<file path="src/rtl/program_counter_stack.sv">
// program_counter_stack: fetch PC register, next-PC mux and return-address stack.
// Optional macro PC_ERR_CLR_EN adds err_clr to clear the sticky error flags.
//
// Ports:
//   clk, rst      rising-edge clock, synchronous active-high reset
//   stall         hold all state this cycle
//   err_clr       (PC_ERR_CLR_EN only) clear sticky error flags
//   op            000 SEQ, 001 BR, 010 JMP, 011 CALL, 100 RET, others SEQ
//   cond          branch-taken qualifier for BR
//   offset        signed relative offset for BR
//   target        absolute address for JMP/CALL
//   pc            registered fetch address
//   pc_next       value pc takes at the next unstalled edge
//   stack_empty   return stack holds no entries
//   stack_full    return stack holds STACK_DEPTH entries
//   overflow_err  sticky: CALL attempted with stack full
//   underflow_err sticky: RET attempted with stack empty
module program_counter_stack #(
    parameter int                    PC_WIDTH     = 8,
    parameter int                    STACK_DEPTH  = 4,
    parameter logic [PC_WIDTH-1:0]   RESET_VECTOR = '0
) (
    input  logic                clk,
    input  logic                rst,
    input  logic                stall,
`ifdef PC_ERR_CLR_EN
    input  logic                err_clr,
`endif
    input  logic [2:0]          op,
    input  logic                cond,
    input  logic [PC_WIDTH-1:0] offset,
    input  logic [PC_WIDTH-1:0] target,
    output logic [PC_WIDTH-1:0] pc,
    output logic [PC_WIDTH-1:0] pc_next,
    output logic                stack_empty,
    output logic                stack_full,
    output logic                overflow_err,
    output logic                underflow_err
);

    localparam int CW = $clog2(STACK_DEPTH + 1);
    localparam int IW = (STACK_DEPTH > 1) ? $clog2(STACK_DEPTH) : 1;

    localparam logic [2:0] OP_BR   = 3'b001;
    localparam logic [2:0] OP_JMP  = 3'b010;
    localparam logic [2:0] OP_CALL = 3'b011;
    localparam logic [2:0] OP_RET  = 3'b100;

    logic [PC_WIDTH-1:0] stack_mem [STACK_DEPTH];
    logic [CW-1:0]       count;

    logic [PC_WIDTH-1:0] inc;
    logic [PC_WIDTH-1:0] br_dest;
    logic [PC_WIDTH-1:0] top;
    logic [IW-1:0]       top_idx;
    logic [IW-1:0]       push_idx;

    logic is_br;
    logic is_jmp;
    logic is_call;
    logic is_ret;

    logic do_push;
    logic do_pop;
    logic set_ovf;
    logic set_unf;

    assign stack_empty = (count == '0);
    assign stack_full  = (count == CW'(STACK_DEPTH));

    // Both adds are at PC width, so the sign extension of offset and
    // the modulo wrap come for free from two's-complement truncation.
    assign inc     = pc + PC_WIDTH'(1);
    assign br_dest = inc + offset;

    assign top_idx  = IW'(count - CW'(1));
    assign push_idx = IW'(count);
    assign top      = stack_mem[top_idx];

    assign is_br   = (op == OP_BR);
    assign is_jmp  = (op == OP_JMP);
    assign is_call = (op == OP_CALL);
    assign is_ret  = (op == OP_RET);

    always_comb begin
        pc_next = inc;
        do_push = 1'b0;
        do_pop  = 1'b0;
        set_ovf = 1'b0;
        set_unf = 1'b0;
        unique case (1'b1)
            is_br: begin
                if (cond) pc_next = br_dest;
            end
            is_jmp: begin
                pc_next = target;
            end
            is_call: begin
                if (!stack_full) begin
                    pc_next = target;
                    do_push = 1'b1;
                end else begin
                    set_ovf = 1'b1;
                end
            end
            is_ret: begin
                if (!stack_empty) begin
                    pc_next = top;
                    do_pop  = 1'b1;
                end else begin
                    set_unf = 1'b1;
                end
            end
            default: begin
                pc_next = inc;
            end
        endcase
    end

    // Stack entries carry no reset; only the count defines validity.
    always_ff @(posedge clk) begin
        if (!rst && !stall && do_push) begin
            stack_mem[push_idx] <= inc;
        end
    end

    always_ff @(posedge clk) begin
        if (rst) begin
            pc            <= RESET_VECTOR;
            count         <= '0;
            overflow_err  <= 1'b0;
            underflow_err <= 1'b0;
        end else begin
`ifdef PC_ERR_CLR_EN
            // Clear acts even while stalled; a same-cycle set below wins.
            if (err_clr) begin
                overflow_err  <= 1'b0;
                underflow_err <= 1'b0;
            end
`endif
            if (!stall) begin
                pc <= pc_next;
                if (do_push) count <= count + CW'(1);
                if (do_pop)  count <= count - CW'(1);
                if (set_ovf) overflow_err  <= 1'b1;
                if (set_unf) underflow_err <= 1'b1;
            end
        end
    end

endmodule

</file>
<file path="config.mk">
export PLATFORM = sky130hd
export DESIGN_NAME = program_counter_stack
export DESIGN_NICKNAME = d
export VERILOG_FILES = /design/src/rtl/program_counter_stack.sv
export SDC_FILE = /design/constraint.sdc
export NUM_CORES = 1
export LEC_CHECK = 0
export ABC_AREA = 1
export BUFFER_PORTS_ARGS = -buffer_cell sky130_fd_sc_hd__buf_2
export CAP_MARGIN = 20
export CORE_UTILIZATION = 35
export DETAILED_ROUTE_END_ITERATION = 16
export GPL_ROUTABILITY_DRIVEN = 0
export SYNTH_ARGS = -nofsm -noshare
export SYNTH_HDL_FRONTEND = slang
export SYNTH_SLANG_ARGS = --single-unit
</file>
<file path="constraint.sdc">
create_clock -name clk -period 3.75 [get_ports clk]
set_input_delay 0.5625 -clock clk [delete_from_list [all_inputs] [get_ports clk]]
set_output_delay 0.5625 -clock clk [all_outputs]
set_load 0.005 [all_outputs]
</file>
# == Yosys cells after proc, flatten, opt, wreduce, memory -nomap -nowiden ==
# Memories as Yosys holds them, arrays and structs flattened.
# Index checks and enable logic that the tools add are counted.
# totals
register_bits,13
ram_bits,32
in_bits,23
output_inout_bits,20
elab_cells,40
memories,1
# classes
n_addsub,4
n_eq_ne,5
muxes,16
n_bitwise,1
reduce_logical,9
# mem_list
name,depth,width,rd,rd_ports_with_merged_regs,wr,line_no,text
stack_mem,4,8,1,0,1,49,logic [PC_WIDTH-1:0] stack_mem [STACK_DEPTH];
# ops
op,n
8-bit case mux with 4 select lines,1
8-bit 2-to-1 mux,3
1-bit 2-to-1 mux,10
8-bit by 1-bit adder with 8-bit output (second input constant),1
8-bit adder,1
3-bit by 2-bit equality test with 1-bit output (second input constant),2
3-bit equality test (second input constant),2
3-bit 2-to-1 mux,2
2-bit AND reduction,3
3-bit by 1-bit adder with 3-bit output (second input constant),1
3-bit by 1-bit equality test with 1-bit output (second input constant),1
3-bit logical NOT,1
3-bit by 1-bit subtractor with 3-bit output (second input constant),1
1-bit logical AND,2
1-bit logical NOT,2
2-bit nonzero test,1
1-bit NOT,1

# == Logic depth before layout (Yosys ltp) ==
# depth
depth_word,6
mapped_depth,20
depth_no_buf,20

# == Least setup slack after synthesis ==
# No wires, ideal clock.
# synth_path
kind,reg2out
from,reg pc[0]
to,out pc_next[7]
arrival_time_ps,1993
required_ps,3188
path_slack_ps,1195
stages_incl_launch_ff,17
path_buffers,0
cell_sequence,dfxtp_1 inv_1 nor3_1 xor2_1 ha_1 nand2_1 inv_1 nand2_1 nand2_1 inv_1 nand2_1 nand3_1 nand3_1 nand2_1 nand2_1 nand2_1 inv_1
# synth_via
elab_chain_cells,4
word_cells_on_any_way,6
cone_classes,add/sub: 2; mux: 4
# synth_lines
element,line_no,text
start: declaration,33,"output logic [PC_WIDTH-1:0] pc,"
start signal: assignment,142,pc <= pc_next;
8-bit by 1-bit adder with 8-bit output,73,assign inc = pc + PC_WIDTH'(1);
via inc[0],52,logic [PC_WIDTH-1:0] inc;
8-bit adder,74,assign br_dest = inc + offset;
8-bit 2-to-1 mux,93,if (cond) pc_next = br_dest;
8-bit case mux with 4 select lines,91,unique case (1'b1)
end: declaration,34,"output logic [PC_WIDTH-1:0] pc_next,"
# The timed path passes the listed nets, and every way through them passes these cells.

# == Worst setup path after layout ==
# layout_path
from,reg pc[1]
to,out pc_next[7]
# The elaborated chain is that of the path after synthesis.

==> impl_metrics.csv <==
group,metric,value,unit
outcome,status,"complete, no violations",
finish,antennaDiodeCount,0,
setup_path,crit_type,"reg2out",
power,p_per_area,350,mW/mm²
logic_synthesis,synth_nets,357,
timing,fmax,300,MHz
timing,hold_viol_final,0,
run,max-cap-violations,0,
floorplanning,start_util,0.365,
drt,post_drt_wl_per_cell,14.4,µm
placement,placed_cell_area,0.00299,mm²
setup_path,endpoint,"pc_next[7]",
floorplanning,die_x,89.2,µm
floorplanning,die_h,89.2,µm
finish,finalNonFillerCells,465,
timing,max_slew_margin,0.613,
setup_path,crit_path_end_kind,"output port",
floorplanning,core,0.00729,mm²
finish,syn_to_final_growth,15.8,%
global_route,grt_overflow_total,0,
setup_path,crit_chain,"ha_1, nand2_1, nor2_1, a21oi_1, nor2_1, ha_1, nand2_1, inv_1, nand2_1, nand2_1, inv_1, nand2_1, nand3_1, nand3_1, nand2_1, nand2_1, nand2_1, inv_1, buf_2",
global_route,grt_pass1_vias,1943,
logic_synthesis,synthAdderAreaFrac,0.0781,
finish,num-fill-cells,774,
setup_path,crit_cells,19,
hold_path,hold_path.class,"reg2reg",
logic_synthesis,synth-simple-area-share,0.261,
drt,drt_iter0_drc,135,
power,p_total,1080,µW
cts,cts_resized,0,
cts,clk_pin_slew,0.09,ns
finish,fin_area,0.00308,mm²
setup_path,worst-path-buf-inv,4,
cts,max-clock-path-buffers,2,
drt,drt_pass1_iterations,4,
placement,numPortBuffers,42,
setup_path,slowest_stage,"dfxtp_1",
setup_path,reg2reg_slack,1.24,ns
drt,drc_errors,0,
drt,ant_nets,0,
logic_synthesis,synth_top_family_by_area,"simple AND/OR/NAND/NOR gates",
placement,placed_cells,457,
timing,fin_setup_tns,0,ns
logic_synthesis,synth-xor-area-share,0.0132,
setup_path,slowest_delay,0.39,ns
logic_synthesis,ys_seq_area_frac,0.459,
timing,period_needed,3.33,ns
timing,worst_pin_slew,0.580,ns
finish,drive_gt1_frac,0.216,
logic_synthesis,synthMuxAreaShare,0,
global_route,grt_pass1_wl,10.3,mm
logic_synthesis,synth_compound_area_frac,0.108,
setup_path,r2r_end,"pc[6]$_SDFFE_PP0N_",
global_route,track_usage,0.179,
cts,cts-htree-levels,2,
finish,final_cell_mix,"nand2_1, buf_2, inv_1, nor2_1, edfxtp_1",
power,vdd_drop_max,0.163,mV
cts,cts_post_setup_buffers_inserted,0,
logic_synthesis,yosysTopAreaCell,"edfxtp_1",
global_route,grt_start_max_net_pins,19,
global_route,antenna_found_initial,0,
timing,drv_slew,0,
logic_synthesis,netlist_area,0.00266,mm²
setup_path,reg2reg_depth,11,
logic_synthesis,yosysTopAreaCellShare,0.361,
floorplanning,pin_count,43,
drt,viasPerCell,4.83,
setup_path,cp_max_fo,6,
logic_synthesis,synth-seq-cells,45,
logic_synthesis,synth_warnings,0,
timing,finClkSkew,0.00281,ns
floorplanning,die_area,0.00795,mm²
drt,routed_wl,6.70,mm
drt,num_vias,2246,
timing,timing.final.crit_share,0.889,
placement,place_hpwl,4.99,mm
setup_path,critPathTopFamily,"simple AND/OR/NAND/NOR gates",
cts,clkLatencyLatePin,0.30,ns
timing,finalSetupViolCount,0,
setup_path,start_kind,"flip-flop",
finish,postLayoutCoreUtil,0.422,
logic_synthesis,synth_area_per_cell,8.36,µm²
power,p_leak,0.00140,µW
finish,layout.nets,404,
cts,cts_tree,"built",
setup_path,r2r-start,"pc[2]$_SDFFE_PP0N_",
finish,final_common_cell,"nand2_1",
logic_synthesis,syn_inst,318,
setup_path,required,3.19,ns
cts,cts_made_buffers,5,
floorplanning,row_count,31,
cts,cts_hold_buf,0,
timing,rsz0062_at_grt,"no",
setup_path,arrival,2.77,ns
logic_synthesis,synthTopCellsByArea,"edfxtp_1, nand2_1, dfxtp_1",
setup_path,critPathLaunch,"pc[1]$_SDFFE_PP0N_",
cts,root_buffer,"clkbuf_8",
logic_synthesis,synth_cell_type_count,40,
cts,clock_sinks,45,
setup_path,path_common_cell,"nand2_1",
-- layout make-up --
cell class	instances	area [µm²]	share of cell area
Multi-Input combinational cell	221	1220	0.398
Sequential cell	45	1220	0.397
Timing Repair Buffer	47	248	0.0805
Inverter	45	169	0.0549
Tap cell	99	124	0.0402
Clock buffer	5	68.8	0.0224
Clock inverter	3	22.5	0.00732
-- worst reg2reg max path, cell delays in order (launching register included) --
cell and delay (ns):
dfxtp_1 0.44, nand2_1 0.15, nor2_4 0.14, xor2_1 0.23, inv_1 0.18, ha_1 0.39
a21oi_1 0.21, o211ai_1 0.12, o21ai_0 0.22, nand3_1 0.15, o21ai_1 0.14, inv_1 0.05
-- how the worst min path moves through the flow --
stage / slack, ns / cells after the start / end / start
2_1_floorplan: 0.46 / 1 / underflow_err$_SDFFE_PP0P_ / underflow_err$_SDFFE_PP0P_
3_3_place_gp: 0.45 / 1 / underflow_err$_SDFFE_PP0P_ / underflow_err$_SDFFE_PP0P_
3_5_place_dp: 0.45 / 1 / underflow_err$_SDFFE_PP0P_ / underflow_err$_SDFFE_PP0P_
4_1_cts: 0.47 / 1 / underflow_err$_SDFFE_PP0P_ / underflow_err$_SDFFE_PP0P_
5_1_grt: 0.51 / 1 / overflow_err$_SDFFE_PP0P_ / overflow_err$_SDFFE_PP0P_
6_report: 0.47 / 1 / underflow_err$_SDFFE_PP0P_ / underflow_err$_SDFFE_PP0P_
-- synth_stat cells --
cell type  instances
inv_1             38
nand2_1           73
nor4_1             1
a32oi_1            1
nand2_2            3
nand3b_1           1
nand3_2            2
a21oi_1           15
nor2_8             1
edfxtp_1          32
o211ai_1           2
nor2_2             3
o21ai_0           12
nor3_1             2
nor2_1            34
a21oi_2            1
fa_1               1
inv_2              6
nand4_1            1
dfxtp_1           13
clkinv_1           1
o211ai_2           2
o2111ai_1          1
or2_2              2
xor2_1             4
o21ai_1            7
nand4_2            2
nor2_4             1
nand3_1           26
o21ai_2            1
buf_6              1
buf_2              2
o22ai_1            2
buf_4              2
a211oi_1           1
ha_1              15
or2_1              1
o21a_1             2
clkbuf_1           2
o21bai_1           1
-- stage by stage --
stage,setup slack (ns),hold slack (ns)
2_1_floorplan,1.19,0.464
3_3_place_gp,0.795,0.446
3_5_place_dp,0.764,0.453
4_1_cts,0.416,0.474
5_1_grt,0.0926,0.505
6_report,0.417,0.466
-- state kept, by name, summed over array words and instances, names as in the netlist --
signal and cells:
stack_mem 32, count 3, overflow_err 1, underflow_err 1, pc 8
-- power by group --
| part | internal, µW | switching [µW] |
|---|---|---|
| logic | 78.5 | 136 |
| clock network | 131 | 176 |
| registers | 546 | 9.16 |
| total | 755 | 321 |
-- routing by layer --
metal | GRT usage | share of wire | vias to the layer above
met2 | 0.288 | 0.48 | 59
met3 | 0.0295 | 0.039 | 4
met5 | 0 | 0 | -
li1 | - | - | 1151
met1 | 0.253 | 0.47 | 1032
met4 | 0.0375 | 0.0066 | 0
-- kinds of logic after synthesis --
logic type	count (synthesis)
DFF	45
xor gates and xnor gates	4
buffers and inverters	52
adders and majority gates	16
AOI/OAI and AO/OA	48
and+or+nand+nor	153
Note: power is estimated with default switching activity, not from simulation.
